[src/rtl/div_pkg.sv]
// Shared definitions for the iterative restoring divider: state encoding,
// default operand width and the quotient returned on divide-by-zero.
package div_pkg;

    localparam int DIV_SIZE     = 32;
    localparam int DIV_MAX_SIZE = 64;

    // Sliced down to SIZE bits by the controller; supports widths up to 64.
    localparam logic [DIV_MAX_SIZE-1:0] DBZ_QUOTIENT = '1;

    typedef enum logic [1:0] {
        IDLE    = 2'd0,
        COMPUTE = 2'd1,
        DONE    = 2'd2
    } div_state_e;

endpackage

[src/rtl/combinational_div.sv]
// One restoring-division step: shift the next dividend bit into the partial
// remainder, subtract the divisor when it fits, and append the quotient bit.
module combinational_div #(
    parameter int SIZE = 32
) (
    input  logic [SIZE-1:0] N,
    input  logic [SIZE-1:0] D,
    input  logic [SIZE-1:0] R,
    input  logic [SIZE-1:0] Q,
    input  logic [SIZE-1:0] I,
    output logic [SIZE-1:0] NO,
    output logic [SIZE-1:0] QO,
    output logic [SIZE-1:0] RO,
    output logic [SIZE-1:0] IO
);

    logic [SIZE-1:0] t;
    logic            unused_r_msb;

    // The remainder MSB is shifted out; it is always zero while D < 2**(SIZE-1).
    assign unused_r_msb = R[SIZE-1];
    assign t            = {R[SIZE-2:0], N[SIZE-1]};
    assign NO           = N << 1;
    assign IO           = I + SIZE'(1);

    always_comb begin
        if (t >= D) begin
            RO = t - D;
            QO = {Q[SIZE-2:0], 1'b1};
        end else begin
            RO = t;
            QO = {Q[SIZE-2:0], 1'b0};
        end
    end

endmodule

[src/rtl/seq_div_ctrl.sv]
// Multi-cycle unsigned divider: runs UNROLL chained restoring steps per clock
// behind a start/busy/done handshake, with abort and divide-by-zero handling.
module seq_div_ctrl
    import div_pkg::*;
#(
    parameter int SIZE   = DIV_SIZE,
    parameter int UNROLL = 1
) (
    input  logic            clk,
    input  logic            rst,
    input  logic            start,
    input  logic [SIZE-1:0] dividend,
    input  logic [SIZE-1:0] divisor,
    input  logic            abort,
    output logic            ready,
    output logic            busy,
    output logic            done,
    output logic [SIZE-1:0] quotient,
    output logic [SIZE-1:0] remainder,
    output logic            div_by_zero
);

    localparam logic [SIZE-1:0] LAST_ITER = SIZE'(SIZE);

    div_state_e      state_q, state_d;
    logic [SIZE-1:0] n_q, n_d;
    logic [SIZE-1:0] d_q, d_d;
    logic [SIZE-1:0] r_q, r_d;
    logic [SIZE-1:0] q_q, q_d;
    logic [SIZE-1:0] i_q, i_d;
    logic [SIZE-1:0] quotient_q, quotient_d;
    logic [SIZE-1:0] remainder_q, remainder_d;
    logic            dbz_q, dbz_d;
    logic            done_q, done_d;

    // Index 0 is the registered state; index k+1 is the output of step k.
    logic [SIZE-1:0] n_c [UNROLL+1];
    logic [SIZE-1:0] r_c [UNROLL+1];
    logic [SIZE-1:0] q_c [UNROLL+1];
    logic [SIZE-1:0] i_c [UNROLL+1];

    assign n_c[0] = n_q;
    assign r_c[0] = r_q;
    assign q_c[0] = q_q;
    assign i_c[0] = i_q;

    for (genvar k = 0; k < UNROLL; k++) begin : g_step
        combinational_div #(.SIZE(SIZE)) u_step (
            .N  (n_c[k]),
            .D  (d_q),
            .R  (r_c[k]),
            .Q  (q_c[k]),
            .I  (i_c[k]),
            .NO (n_c[k+1]),
            .QO (q_c[k+1]),
            .RO (r_c[k+1]),
            .IO (i_c[k+1])
        );
    end

    always_comb begin
        state_d     = state_q;
        n_d         = n_q;
        d_d         = d_q;
        r_d         = r_q;
        q_d         = q_q;
        i_d         = i_q;
        quotient_d  = quotient_q;
        remainder_d = remainder_q;
        dbz_d       = dbz_q;
        done_d      = 1'b0;

        case (state_q)
            IDLE: begin
                if (start && !abort) begin
                    n_d = dividend;
                    d_d = divisor;
                    r_d = '0;
                    q_d = '0;
                    i_d = '0;
                    if (divisor == '0) begin
                        state_d     = DONE;
                        quotient_d  = DBZ_QUOTIENT[SIZE-1:0];
                        remainder_d = dividend;
                        dbz_d       = 1'b1;
                        done_d      = 1'b1;
                    end else begin
                        state_d = COMPUTE;
                    end
                end
            end
            COMPUTE: begin
                if (abort) begin
                    state_d = IDLE;
                end else begin
                    n_d = n_c[UNROLL];
                    r_d = r_c[UNROLL];
                    q_d = q_c[UNROLL];
                    i_d = i_c[UNROLL];
                    if (i_c[UNROLL] == LAST_ITER) begin
                        state_d     = DONE;
                        quotient_d  = q_c[UNROLL];
                        remainder_d = r_c[UNROLL];
                        dbz_d       = 1'b0;
                        done_d      = 1'b1;
                    end
                end
            end
            DONE: begin
                state_d = IDLE;
            end
            default: begin
                state_d = IDLE;
            end
        endcase
    end

    always_ff @(posedge clk) begin
        if (rst) begin
            state_q     <= IDLE;
            n_q         <= '0;
            d_q         <= '0;
            r_q         <= '0;
            q_q         <= '0;
            i_q         <= '0;
            quotient_q  <= '0;
            remainder_q <= '0;
            dbz_q       <= 1'b0;
            done_q      <= 1'b0;
        end else begin
            state_q     <= state_d;
            n_q         <= n_d;
            d_q         <= d_d;
            r_q         <= r_d;
            q_q         <= q_d;
            i_q         <= i_d;
            quotient_q  <= quotient_d;
            remainder_q <= remainder_d;
            dbz_q       <= dbz_d;
            done_q      <= done_d;
        end
    end

    assign ready       = (state_q == IDLE);
    assign busy        = (state_q == COMPUTE);
    assign done        = done_q;
    assign quotient    = quotient_q;
    assign remainder   = remainder_q;
    assign div_by_zero = dbz_q;

endmodule

[config.mk]
export PLATFORM = sky130hd
export DESIGN_NAME = seq_div_ctrl
export DESIGN_NICKNAME = d
export VERILOG_FILES = /design/src/rtl/div_pkg.sv /design/src/rtl/combinational_div.sv /design/src/rtl/seq_div_ctrl.sv
export SDC_FILE = /design/constraint.sdc
export NUM_CORES = 1
export LEC_CHECK = 0
export BUFFER_PORTS_ARGS = -buffer_cell sky130_fd_sc_hd__buf_2
export CORE_UTILIZATION = 40
export DETAILED_ROUTE_END_ITERATION = 10
export PLACE_DENSITY = 0.68
export SYNTH_ARGS = -nofsm -noshare
export SYNTH_HDL_FRONTEND = slang
export SYNTH_SLANG_ARGS = --single-unit
export TNS_END_PERCENT = 1
[constraint.sdc]
create_clock -name clk -period 11.25 [get_ports clk]
set_input_delay 1.6875 -clock clk [delete_from_list [all_inputs] [get_ports clk]]
set_output_delay 1.6875 -clock clk [all_outputs]
set_load 0.005 [all_outputs]
# After elaboration in Yosys (flattened, before gate mapping)
# Index checks and enable logic that the tools add are counted.
[word_totals]
reg_bits = 226
latch_bits = 0
mem_bits_rw = 0
rom_bits = 0
inputBits = 68
output_inout_bits = 68
wordCells = 66
mem_count = 0
[op_classes]
add_sub_neg = 2
multipliers = 0
div_mod_pow = 0
order_cmp = 1
n_eq_ne = 7
shifts = 0
n_mux = 37
bitwise_logic = 0
n_reduce_logical = 9
[ops]
columns = ["cell", "count"]
rows = [
  ["two-way mux 32 bit", 13],
  ["case mux 32 bit (2 select lines)", 4],
  ["case mux 31 bit (2 select lines)", 2],
  ["two-way mux 31 bit", 2],
  ["adder 32 x 1 -> 32 bit (second input constant)", 1],
  ["equality test 32 x 6 -> 1 bit (second input constant)", 1],
  [">= comparator 32 bit", 1],
  ["zero test 32 bit", 1],
  ["subtractor 32 bit", 1],
  ["two-way mux 1 bit", 9],
  ["two-way mux 2 bit", 4],
  ["!= test 2 x 1 -> 1 bit (second input constant)", 3],
  ["AND reduction 5 bit", 1],
  ["case mux 1 bit (2 select lines)", 2],
  ["case mux 2 bit (2 select lines)", 1],
  ["AND reduction 2 bit", 2],
  ["!= test 3 x 2 -> 1 bit (second input constant)", 1],
  ["AND reduction 3 bit", 1],
  ["equality test 2 x 1 -> 1 bit (second input constant)", 1],
  ["zero test 2 bit", 1],
  ["!= test 2 bit (second input constant)", 1],
  ["nonzero test 2 bit", 1],
  ["logical AND 1 bit", 1],
  ["zero test 1 bit", 1],
]

# Depth between registers and ports, before layout
[depth]
ltp_word = 5
depth_mapped = 14
ltp_nobuf = 12

# Cells and area by module
# A second synthesis with hierarchy kept.
[unflattened]
cells_unflattened = 1624
area_unflattened_um2 = 12707.2
[by_module_without_submodules]
columns = ["mod", "instances", "cells_per_inst", "area_each_um2"]
rows = [
  ["seq_div_ctrl", 1, 1102, 9292.7],
  ["combinational_div", 1, 522, 3414.5],
]

# Worst setup path before layout
# OpenSTA, ideal clock, no wires.
[synth_path]
kind = "register -> register"
startpoint = "reg i_q[2]"
endpoint = "reg quotient_q[10], in the netlist quotient[10]"
setup_time_ns = 0.128
t_arrival_ns = 3.419
path_slack_ns = 7.704
path_stages_with_launch = 15
n_path_buf = 5
path_cell_list = "dfxtp_1 buf_2 nand4_1 or4_1 clkbuf_1 nor4_1 xnor2_1 o21ai_0 or4_1 buf_2 or3_1 buf_2 buf_6 o22ai_2 nor2_1"
[synth_via]
elab_chain_len = 4
[synth_rtl]
columns = ["element", "line", "text"]
rows = [
  ["from (decl)", "seq_div_ctrl.sv:30", "logic [SIZE-1:0] i_q, i_d;"],
  ["from (signal assigned)", "seq_div_ctrl.sv:136", "i_q <= i_d;"],
  ["adder 32 x 1 -> 32 bit", "combinational_div.sv:24", "assign IO = I + SIZE'(1);"],
  ["equality test 32 x 6 -> 1 bit", "seq_div_ctrl.sv:100", "if (i_c[UNROLL] == LAST_ITER) begin"],
  ["!= test 2 x 1 -> 1 bit (no source line)", "n/a", ""],
  ["AND reduction 5 bit (no source line)", "n/a", ""],
  ["to (signal assigned)", "seq_div_ctrl.sv:137", "quotient_q <= quotient_d;"],
  ["to (decl)", "seq_div_ctrl.sv:31", "logic [SIZE-1:0] quotient_q, quotient_d;"],
]
# No other way between the ends.
# A chain may end at the register's enable or synchronous reset.

# Final worst setup path
[layout_path]
startpoint = "in abort"
endpoint = "reg quotient_q[24], in the netlist quotient[24]"
[layout_via]
elab_chain_len = 4
[layout_rtl]
columns = ["element", "line", "text"]
rows = [
  ["from (decl)", "seq_div_ctrl.sv:14", "input logic abort,"],
  ["zero test 1 bit", "seq_div_ctrl.sv:75", "if (start && !abort) begin"],
  ["logical AND 1 bit", "seq_div_ctrl.sv:75", ""],
  ["!= test 2 x 1 -> 1 bit (no source line)", "n/a", ""],
  ["AND reduction 5 bit (no source line) *", "n/a", ""],
]
# Every way passes the cells marked *; elsewhere a longest branch is shown, timed or not.

==> results.json <==
{
  "layout_setup_ws_ns": 6.55,
  "critical_path.max_stage_delay_ns": 0.93,
  "finalHoldWorstSlack_ns": 0.450,
  "die_w_um": 175,
  "cts.path.max_buffers": 3,
  "yosysWarnings": 0,
  "p_int_mw": 1.43,
  "met1_length_mm": 16.5,
  "wl_met3_mm": 2.39,
  "rows": 62,
  "vdd_ir_drop_max_uv": 124,
  "grt_pass1_vias": 10300,
  "ios": 136,
  "pre_cts_slack_ns": 6.02,
  "grt_pass1_wl_mm": 54.5,
  "fin_util_pct": 46.4,
  "stdcell_count": 1996,
  "swShare_pct": 31.0,
  "drc": 0,
  "area_growth_pct": 12.7,
  "min_period_over_period_pct": 41.7,
  "drt-total-wl_mm": 34.0,
  "die_h_um": 175,
  "hpwl_mm": 23.4,
  "syn_avg_cell_area_um2": 7.73,
  "grt_max_degree": 124,
  "wl_met2_mm": 14.4,
  "p_leak_nw": 5.10,
  "synth-async-reset-ratio_pct": 0,
  "final.setup_skew_ns": 0.00814,
  "slowest_stage": "or3_2",
  "pwr-share-seq_pct": 41.3,
  "drive_gt1_share_pct": 14.7,
  "track_usage_pct": 21.7,
  "ys_ff_latch": 226,
  "fillers": 3003,
  "antenna_found_initial": 0,
  "power_mw": 2.07,
  "dp_cells": 1952,
  "coreArea_um2": 29100,
  "setup_violations": 0,
  "cp_top_family": "simple AND/OR/NAND/NOR gates",
  "drt_iter0_markers": 997,
  "via_count": 11400,
  "tns_ns": 0,
  "start_kind": "input pin",
  "ys_seq_area_share_pct": 37.8,
  "firstDrtPassIters": 5,
  "final_antenna_net_count": 0,
  "layout_min_cycle_time_ns": 4.70,
  "crit_fanout": 105,
  "ctsHoldBuffers": 0,
  "syn_area_um2": 12000,
  "achievable-frequency_mhz": 213,
  "start_util_pct": 41.2,
  "wl_per_cell_um": 17.1,
  "switchingPower_mw": 0.643,
  "place.gp.congestion": 0.913,
  "viasPerCell": 5.70,
  "arrival_ns": 5.07,
  "cts_buffers": 25,
  "final_hold_viol_count": 0,
  "fin_nets": 1697,
  "dieArea_um2": 30600,
  "critical_path_buf_inv_count": 2,
  "worst_slew_pin_slew_ns": 1.09,
  "diodes": 0,
  "grt_setup_unrepaired": "false",
  "required_ns": 11.62,
  "syn-num-nets": 1652,
  "clk_pin_slew_ns": 0.06,
  "rrSetupSlack_ns": 6.68,
  "status": "finished clean",
  "syn_inst": 1550,
  "io_buffer_count": 135,
  "path_cells": "buf_2 -> nand2b_1 -> or3_1 -> buf_4 -> nand2_4 -> nand2_1 -> or3_2 -> o22ai_2 -> nor2_1",
  "p_per_area_nw_per_um2": 154,
  "p_comb_share_pct": 21.0,
  "synth_flop_cell": "dfxtp_1",
  "postCtsSetupBuffers": 0,
  "slew_violations": 0,
  "drv_cap": 0,
  "slew_headroom_pct": 27.1,
  "hold_class": "register to register",
  "clk_latency_ns": 0.53,
  "htree_levels": 1,
  "grt_overflow": 0,
  "highest_layer": "met4",
  "cts-resized-gates": 0,
  "crit_type": "input pin to register",
  "synth_cell_types": 75,
  "cts_tree": "built",
  "clock-root-buffer": "clkbuf_16",
  "placed_cell_area_um2": 12700,
  "end_kind": "register",
  "synth-edff-count": 0,
  "final_area_um2": 13500,
  "power.share.clock_pct": 37.7,
  "cts_sinks": 226
}
==> cells by family (layout without fill, tap and decap cells) <==
kind of cell | count (synthesis) | count (layout) | synth area share (%)
AND/OR/NAND/NOR | 635 | 635 | 24.0
AO/OA/AOI/OAI | 450 | 450 | 26.2
flip-flops | 226 | 226 | 37.8
buffers and inverters | 170 | 232 | 5.82
adder cells (fa/ha/maj) | 34 | 34 | 3.62
XOR/XNOR | 27 | 27 | 1.97
multiplexers | 8 | 8 | 0.679
==> final cells by class <==
cell class / instances / area [um^2] / area share, %
clock buffer: 34 / 679 / 5.04
clock inverter: 10 / 90.1 / 0.668
inverter: 42 / 158 / 1.17
multi-input combinational: 1154 / 6790 / 50.4
sequential: 226 / 4520 / 33.5
tap: 384 / 480 / 3.56
timing repair buffer: 146 / 764 / 5.67
==> cell usage in the layout, fill, tap and decap left out, types with 26 or more instances in the layout <==
| cell | n |
|---|---|
| dfxtp_1 | 226 |
| a21oi_1 | 149 |
| a22oi_1 | 36 |
| buf_2 | 134 |
| a311oi_1 | 47 |
| nand3_1 | 31 |
| o22ai_2 | 30 |
| nand2_1 | 260 |
| nor3_1 | 26 |
| ha_1 | 33 |
| inv_1 | 41 |
| o21ai_0 | 57 |
| nor2_1 | 185 |
==> registers in the layout (all words and copies together), names as in the netlist <==
signal       cells
q_q             31
d_q             32
n_q             32
r_q             31
done             1
i_q             32
state_q          2
quotient        32
remainder       32
div_by_zero      1
==> cells in the mapped netlist (30+ instances only) <==
cell	count	area (um^2)
dfxtp_1	226	4520
o22ai_2	30	375
nand2_1	261	980
a22oi_1	36	270
o21ai_0	57	285
clkbuf_1	98	368
ha_1	33	413
nand3_1	31	155
nor2_1	188	706
inv_1	41	154
a21oi_1	149	746
a311oi_1	47	412
==> routing by layer <==
layer  vias to the layer above  GRT usage, %
met5                         -             0
met4                         0          6.20
li1                       5651             -
met3                        52          3.37
met2                       358          32.2
met1                      5314          32.1
==> worst register-to-register path, cell delays in order, from the launching register on <==
cell and delay [ns]:
dfxtp_1 0.51, nand4_1 0.31, or4_1 0.80, nor4_1 0.53, xnor2_1 0.17, o21ai_0 0.11
or4_1 0.74, or3_2 0.93, o22ai_2 0.26, nor2_1 0.07
==> power by group through the flow <==
stage / sequential [mW] / clock, mW / combinational [mW]
floorplan: 0.867 / 0 / 0.307
global placement: 0.871 / 0 / 0.423
detailed placement: 0.872 / 0 / 0.427
CTS: 0.855 / 0.798 / 0.430
global route: 0.859 / 0.829 / 0.481
finish: 0.855 / 0.780 / 0.436
==> final timing paths <==
path                                    start       endpoint  cells past startpoint
worst max-delay path                    abort   quotient[24]                      9
worst min-delay path            remainder[28]  remainder[28]                      2
worst max register to register         i_q[2]   quotient[24]                      9
worst min register to register  remainder[28]  remainder[28]                      2
Power figures use the tool's default switching activity.
